--- config.mk ---
export PLATFORM = sky130hd
export DESIGN_NAME = relu_sram_sweeper
export DESIGN_NICKNAME = d
export VERILOG_FILES = /design/src/rtl/relu_sram_sweeper_pkg.sv /design/src/rtl/relu_sram_sweeper_relu_lane.sv /design/src/rtl/relu_sram_sweeper.sv
export SDC_FILE = /design/constraint.sdc
export NUM_CORES = 1
export LEC_CHECK = 0
export ABC_AREA = 1
export BUFFER_PORTS_ARGS = -buffer_cell sky130_fd_sc_hd__buf_2
export CAP_MARGIN = 20
export CELL_PAD_IN_SITES_DETAIL_PLACEMENT = 1
export CELL_PAD_IN_SITES_GLOBAL_PLACEMENT = 2
export CORE_AREA = 2 2 120 122
export DETAILED_ROUTE_END_ITERATION = 8
export DIE_AREA = 0 0 122 124
export PLACE_DENSITY = 0.81
export SETUP_SLACK_MARGIN = 0.3
export SLEW_MARGIN = 0
export SYNTH_ARGS = -nofsm -noshare
export SYNTH_HDL_FRONTEND = slang
export SYNTH_HIERARCHICAL = 1
export SYNTH_SLANG_ARGS = --single-unit
--- constraint.sdc ---
create_clock -name clk -period 7.7 [get_ports clk]
set_input_delay 0.385 -clock clk [delete_from_list [all_inputs] [get_ports clk]]
set_output_delay 0.385 -clock clk [all_outputs]
set_load 0.02 [all_outputs]
--- src/rtl/relu_sram_sweeper_pkg.sv ---
// Shared types and helpers for the ReLU SRAM sweeper and its lane datapath.
package relu_pkg;

  // Sweep controller states.
  typedef enum logic [1:0] {
    IDLE = 2'd0,
    RD   = 2'd1,
    WR   = 2'd2,
    DONE = 2'd3
  } state_e;

  // Index of the sign bit for a word of width w (two's complement or IEEE float).
  function automatic int unsigned sign_bit(input int unsigned w);
    return w - 1;
  endfunction

endpackage

--- src/rtl/relu_sram_sweeper_relu_lane.sv ---
// Single-lane ReLU clip: any word with the sign bit set (including -0 and
// negative NaN) becomes zero. Purely combinational so it can be arrayed.
module relu_lane
  import relu_pkg::*;
#(
  parameter int W = 16
) (
  input  logic [W-1:0] x_i,
  output logic [W-1:0] y_o,
  output logic         neg_o
);

  localparam int SB = sign_bit(W);

  assign neg_o = x_i[SB];
  assign y_o   = neg_o ? '0 : x_i;

endmodule

--- src/rtl/relu_sram_sweeper.sv ---
// Sweeps a contiguous SRAM range: read a word, write back its ReLU at the
// destination range, two cycles per element. Addresses wrap mod bank depth.
module relu_sram_sweeper
  import relu_pkg::*;
#(
  parameter int ADDR_W = 12,
  parameter int Data_W = 16
) (
  input  logic              clk,
  input  logic              rst_n,
  input  logic              start,
  input  logic [ADDR_W-1:0] src_base,
  input  logic [ADDR_W-1:0] dst_base,
  input  logic [ADDR_W:0]   len,
  output logic              busy,
  output logic              done,
  output logic [ADDR_W:0]   neg_cnt,
  output logic              sram_cs,
  output logic              sram_we,
  output logic [ADDR_W-1:0] sram_addr,
  output logic [Data_W-1:0] sram_wdata,
  input  logic [Data_W-1:0] sram_rdata
);

  state_e            state_q, state_d;
  logic [ADDR_W:0]   idx_q, idx_d;
  logic [ADDR_W:0]   len_q, len_d;
  logic [ADDR_W:0]   neg_q, neg_d;
  logic [ADDR_W-1:0] src_q, src_d;
  logic [ADDR_W-1:0] dst_q, dst_d;

  logic [Data_W-1:0] clip;
  logic              is_neg;

  relu_lane #(.W(Data_W)) u_lane (
    .x_i   (sram_rdata),
    .y_o   (clip),
    .neg_o (is_neg)
  );

  // Status outputs come straight from registered state.
  assign busy    = (state_q != IDLE);
  assign done    = (state_q == DONE);
  assign neg_cnt = neg_q;

  // State register; async reset kills any in-flight access immediately.
  always_ff @(posedge clk or negedge rst_n) begin
    if (!rst_n) begin
      state_q <= IDLE;
      idx_q   <= '0;
      len_q   <= '0;
      neg_q   <= '0;
      src_q   <= '0;
      dst_q   <= '0;
    end else begin
      state_q <= state_d;
      idx_q   <= idx_d;
      len_q   <= len_d;
      neg_q   <= neg_d;
      src_q   <= src_d;
      dst_q   <= dst_d;
    end
  end

  // Next-state and SRAM pin decode; IDLE/DONE leave the bank quiet.
  always_comb begin
    state_d    = state_q;
    idx_d      = idx_q;
    len_d      = len_q;
    neg_d      = neg_q;
    src_d      = src_q;
    dst_d      = dst_q;
    sram_cs    = 1'b0;
    sram_we    = 1'b0;
    sram_addr  = '0;
    sram_wdata = '0;
    case (state_q)
      IDLE: begin
        if (start) begin
          src_d   = src_base;
          dst_d   = dst_base;
          len_d   = len;
          idx_d   = '0;
          neg_d   = '0;
          state_d = (len == '0) ? DONE : RD;
        end
      end
      RD: begin
        sram_cs   = 1'b1;
        sram_addr = src_q + idx_q[ADDR_W-1:0];
        state_d   = WR;
      end
      WR: begin
        // Read data from the previous RD cycle is consumed here, never later.
        sram_cs    = 1'b1;
        sram_we    = 1'b1;
        sram_addr  = dst_q + idx_q[ADDR_W-1:0];
        sram_wdata = clip;
        if (is_neg) neg_d = neg_q + 1'b1;
        idx_d   = idx_q + 1'b1;
        state_d = (idx_d == len_q) ? DONE : RD;
      end
      DONE: begin
        state_d = IDLE;
      end
      default: state_d = IDLE;
    endcase
  end

endmodule

==> Word-level counts from Yosys, hierarchy flattened <==
Cells that the tools add are included.
{ "word_totals": {"register_bits": 65, "output_inout_bits": 45, "wordCells": 37} }
{ "classes": {"add_sub_neg": 4, "eq_ne": 6, "muxes": 13, "n_reduce_logical": 8} }
{ "ops": {"columns": ["operator", "n"], "rows": [
  ["case mux 13 bit (2 select lines)", 2],
  ["adder 13 x 1 -> 13 bit (second input constant)", 2],
  ["2-to-1 mux 13 bit", 2],
  ["adder 12 bit", 2],
  ["case mux 12 bit (2 select lines)", 1],
  ["2-to-1 mux 16 bit", 1],
  ["2-to-1 mux 15 bit", 1],
  ["equality test 13 bit", 1],
  ["logical NOT 13 bit", 1],
  ["case mux 2 bit (4 select lines)", 1],
  ["2-to-1 mux 2 bit", 3],
  ["equality test 2 bit (second input constant)", 2],
  ["inequality test 2 bit (second input constant)", 2],
  ["AND reduction 2 bit", 2],
  ["nonzero test 2 bit", 2],
  ["AND reduction 3 bit", 1],
  ["equality test 2 x 1 -> 1 bit (second input constant)", 1],
  ["logical NOT 2 bit", 1],
  ["2-to-1 mux 1 bit", 2],
  ["OR reduction 2 bit", 1]
]} }

==> Logic depth before layout (Yosys ltp) <==
{ "logic_depth": {"depth_word": 4, "ltp_mapped": 16} }

==> Hierarchy <==
Netlist, hierarchy kept.
{ "by_module_without_submodules": {"columns": ["module", "instances", "cells_per_inst", "area_per_inst_um2"], "rows": [
  ["relu_sram_sweeper", 1, 587, 4078.9],
  ["relu_lane", 1, 34, 142.6]
]} }

==> Least setup slack after synthesis <==
Ideal clock, no wire load.
{ "synth_timing": {"path_type": "register to output", "startpoint": "reg state_q[0]", "endpoint": "out sram_addr[9]", "arrival_ps": 2809, "required_time_ps": 7315, "setup_slack_ps": 4506, "path_stages_with_launch": 17, "n_path_buf": 2, "cell_sequence": "dfrtp_1 inv_1 ha_1 buf_4 inv_2 clkbuf_1 nand2_1 nand2_1 ha_1 a21o_1 a31oi_1 inv_1 a21oi_1 nor2_1 nor2_1 xor2_1 nor2_1"} }
{ "synth_via": {"elab_chain_len": 2} }
{ "synth_lines": {"columns": ["element", "line", "text"], "rows": [
  ["start, declared", "relu_sram_sweeper.sv:25", "state_e state_q, state_d;"],
  ["start signal, assigned", "relu_sram_sweeper.sv:56", "state_q <= state_d;"],
  ["equality test 2 bit or equality test 2 x 1 -> 1 bit (tied branches)", "relu_sram_sweeper.sv:77", "case (state_q)"],
  ["case mux 12 bit (2 select lines) *", "relu_sram_sweeper.sv:77", null],
  ["end, declared", "relu_sram_sweeper.sv:20", "output logic [ADDR_W-1:0] sram_addr,"]
]} }
Mark *: on every way between the ends. The rest lies on a longest branch, timed or not.

==> Final worst setup path <==
Same ends and word-level chain as after synthesis.

==> results by group <==
Status
  – Result of the run: complete, no violations

Timing
  – Relative slew slack: 39.99%
  – Peak Freq: approximately 260 MHz
  – Slew at the pin closest to its max-slew limit: 0.9001 ns
  – Final total negative setup slack: 0 ns
  – Count of final setup violators: 0
  – Final worst-path setup slack: between 3 and 4 ns
  – RSZ-0062 raised after global routing: false
  – Final number of max-transition violations: 0
  – Final count of hold timing violations: 0
  – Hold slack: 0.2274 ns
  – Worst clock skew on the final layout: 0.007869 ns
  – Tmin final: about 3.8 ns
  – Portion of the clock cycle consumed by the worst path in the final layout: ~50%

Floorplanning
  – Die area: 15130 um2
  – Die width: 122 um
  – Effective utilization at floorplan: 30.77%
  – Top-level I/O count: 101
  – Core ar.: around 14000 um2
  – Die Height: 124 um
  – Number of rows created at floorplan: 43

CTS
  – Clock tree from TritonCTS: done
  – Root buf cell: sky130_fd_sc_hd__clkbuf_16
  – Clock transition at path regs: 0.06 ns
  – Num Clock Sinks: 65
  – Buffers inserted during post-CTS setup optimization: 0
  – Post-cts resize count: 0
  – CTS buffer count: 9
  – Hold buffer count at cts: 0
  – Number of levels the H-tree was split into: 3
  – Clk Latency, worst-skew pair: 0.34 ns
  – Number of buffers on the longest clock path: 2

Flow run
  – # Max-Cap Violations: 0

Routing
  – Number of iterations in the first detailed-routing pass: 4
  – Overall routed net length: 12960 um
  – Number of antenna-violating nets in the routed design: 0
  – Number of violations reported at the end of detailed-routing iteration 0: 171
  – Vias/cell: 4.646
  – Per-cell routed wire length: between 10 and 15 um
  – Via total after detailed routing: between 4000 and 5000
  – Remaining design rule violation count: 0

Placement
  – Placed cell count: 887
  – Port Buf Inserts: 99
  – Post-DP HPWL: approximately 10000 um
  – Area post-placement: 4887 um2
  – Placer congestion estimate: 0.8247
  – Minimum setup slack after placement: 4.228 ns

Yosys
  – Syn nets: between 600 and 700
  – Average cell area after synthesis: between 6 and 7 um2
  – Largest area contributor in the netlist: sky130_fd_sc_hd__dfrtp_1
  – Top area cells in the synthesized netlist: sky130_fd_sc_hd__dfrtp_1 39%, sky130_fd_sc_hd__nand2_1 20%, sky130_fd_sc_hd__inv_1 8.3%, sky130_fd_sc_hd__ha_1 5.3%, sky130_fd_sc_hd__nor2_1 4.8%
  – Fraction of post-synthesis cell area in the top cell type by area: 38.53%
  – Combined area of all synthesized cells: approximately 4200 um2
  – Synthesized instance count: 621
  – Proportion of synthesized chip area in sequential cells: ~39%
  – Number of unique standard cell types used by synthesis: 37
  – Flop and latch count out of synthesis: 65
  – Synth Warn #: 6

Worst setup path
  – Required time at the worst-slack endpoint: approximately 7.3 ns
  – Worst R2R Setup Slack: ~4.7 ns
  – CP Launch Type: register
  – Worst flop-to-flop path endpoint: neg_cnt[10]$_DFFE_PN0P_
  – Type of element capturing the critical path: primary output
  – Crit Path Class: register to primary output
  – Worst r2r path cells: 12
  – Worst-path maximum fanout: 36
  – Worst reg2reg startpoint: state_q[0]$_DFFE_PN0P_
  – Arrival time of data at the critical path endpoint: 3.46 ns

Cells and area
  – Area growth from synthesis to layout: 22.58%
  – Most common library cell in the layout ignoring fill and taps: sky130_fd_sc_hd__nand2_1
  – Final cell utilization of the core: between 30% and 40%
  – Post-route cell area: 5175 um2
  – Most frequent cells in the layout: 224 x sky130_fd_sc_hd__nand2_1, 99 x sky130_fd_sc_hd__buf_2, 93 x sky130_fd_sc_hd__inv_1, 65 x sky130_fd_sc_hd__dfrtp_1, 54 x sky130_fd_sc_hd__nor2_1
  – Number of inserted filler cells in the final layout: 1819
  – Count of non-filler cells in the finished layout: 903
  – Fraction of final layout cells with drive strength greater than 1: a little under a fifth
  – Antenna cell count: 0
  – Final nets: just under 800

Global routing
  – Met2 Track Usage GR: 31.11%
  – Global route total overflow: 0
  – Number of global-route vias before repair: 4525
  – GRT Resource Usage Total: 18.41%
  – First-pass GRT wire length: 21710 um
  – Pin count of the biggest net entering global routing: 66
  – Most utilized layer in the global route result: met2
  – Met3 Track Usage GR: approximately 3.3%
  – Grt met1 use: 23.30%
  – Number of antenna violations at the first check in global routing: 0

Pwr
  – Largest vdd supply drop: 99.57 uV
  – Leakage power summed over all cells: roughly 2.9 nW
  – Final total power: 1.781 mW
  – Power Dens Cells: 344.1 nW/um2

Min path
  – Path category of the worst min-delay check: primary input to async pin
registers in the layout, indices dropped and copies added, names as in the netlist:
signal	count
dst_q	12
idx_q	13
len_q	13
state_q	2
src_q	12
neg_cnt	13
synthesized netlist by cell type (all sizes together):
cell,number
a21o,1
nor2,57
dfrtp,65
a21oi,23
nand2,226
fa,1
xnor2,1
nor3,8
o21bai,3
xor2,4
conb,1
inv,95
o21a,1
nand4,6
o31ai,1
buf,6
clkbuf,11
a31oi,1
nand3b,3
o21ai,40
a41oi,1
ha,18
nand3,36
o22ai,8
o21ba,1
nor4,3
layout make-up:
cell class | count | area, um2 | share of cell area, %
Multi-Input combinational cell | 444 | 2153 | 41.61
Timing Repair Buffer | 103 | 525.5 | 10.15
Sequential cell | 65 | 1627 | 31.43
Tap cell | 180 | 225.2 | 4.352
Clock buffer | 10 | 229.0 | 4.425
Clock inverter | 6 | 58.81 | 1.136
Inverter | 95 | 356.6 | 6.891
metal layers:
layer  routed length [um]  vias to the layer above
met5                    0                        -
met4                  194                        0
met3                  491                       19
met2                 6324                       85
met1                 5948                     1959
li1                     -                     2132
kinds of logic (layout without fill, tap and decap cells):
logic type | after synthesis | after routing | synth area share (%)
AND/OR/NAND/NOR | 339 | 339 | 33.31
buffers and inverters | 112 | 214 | 10.46
AO/OA/AOI/OAI | 80 | 80 | 10.76
flip-flops | 65 | 65 | 38.53
adder cells (fa/ha/maj) | 19 | 19 | 5.809
XOR/XNOR | 5 | 5 | 1.037
other | 1 | 1 | 0.08883
worst max-delay path: stages, from the launching register on:
cell and delay, ns:
sky130_fd_sc_hd__dfrtp_1 0.41, sky130_fd_sc_hd__inv_1 0.14, sky130_fd_sc_hd__ha_1 0.18, sky130_fd_sc_hd__buf_4 0.34
sky130_fd_sc_hd__inv_2 0.22, sky130_fd_sc_hd__nand2_1 0.10, sky130_fd_sc_hd__nand2_1 0.07, sky130_fd_sc_hd__ha_1 0.32
sky130_fd_sc_hd__a21o_1 0.19, sky130_fd_sc_hd__a31oi_1 0.28, sky130_fd_sc_hd__inv_1 0.11, sky130_fd_sc_hd__a21oi_1 0.22
sky130_fd_sc_hd__nor2_1 0.07, sky130_fd_sc_hd__nor2_1 0.11, sky130_fd_sc_hd__xor2_1 0.15, sky130_fd_sc_hd__nor2_1 0.05
sky130_fd_sc_hd__buf_2 0.16
where the power goes:
part	switching (mW)	total (mW)	internal, mW
registers	0.0783	0.532	0.454
clock network	0.153	0.402	0.249
logic	0.581	0.847	0.266
worst max path at each step:
stage	startpoint	to	slack, ns	cells after the start
floorplan	state_q[0]$_DFFE_PN0P_	sram_addr[9]	4.51	16
global placement	state_q[0]$_DFFE_PN0P_	sram_addr[9]	4.37	16
detailed placement	state_q[0]$_DFFE_PN0P_	sram_addr[9]	4.23	16
CTS	state_q[0]$_DFFE_PN0P_	sram_addr[9]	3.86	16
global route	state_q[0]$_DFFE_PN0P_	sram_addr[9]	3.55	16
finish	state_q[0]$_DFFE_PN0P_	sram_addr[9]	3.86	16
No activity file was read; power rests on OpenSTA's default activity.
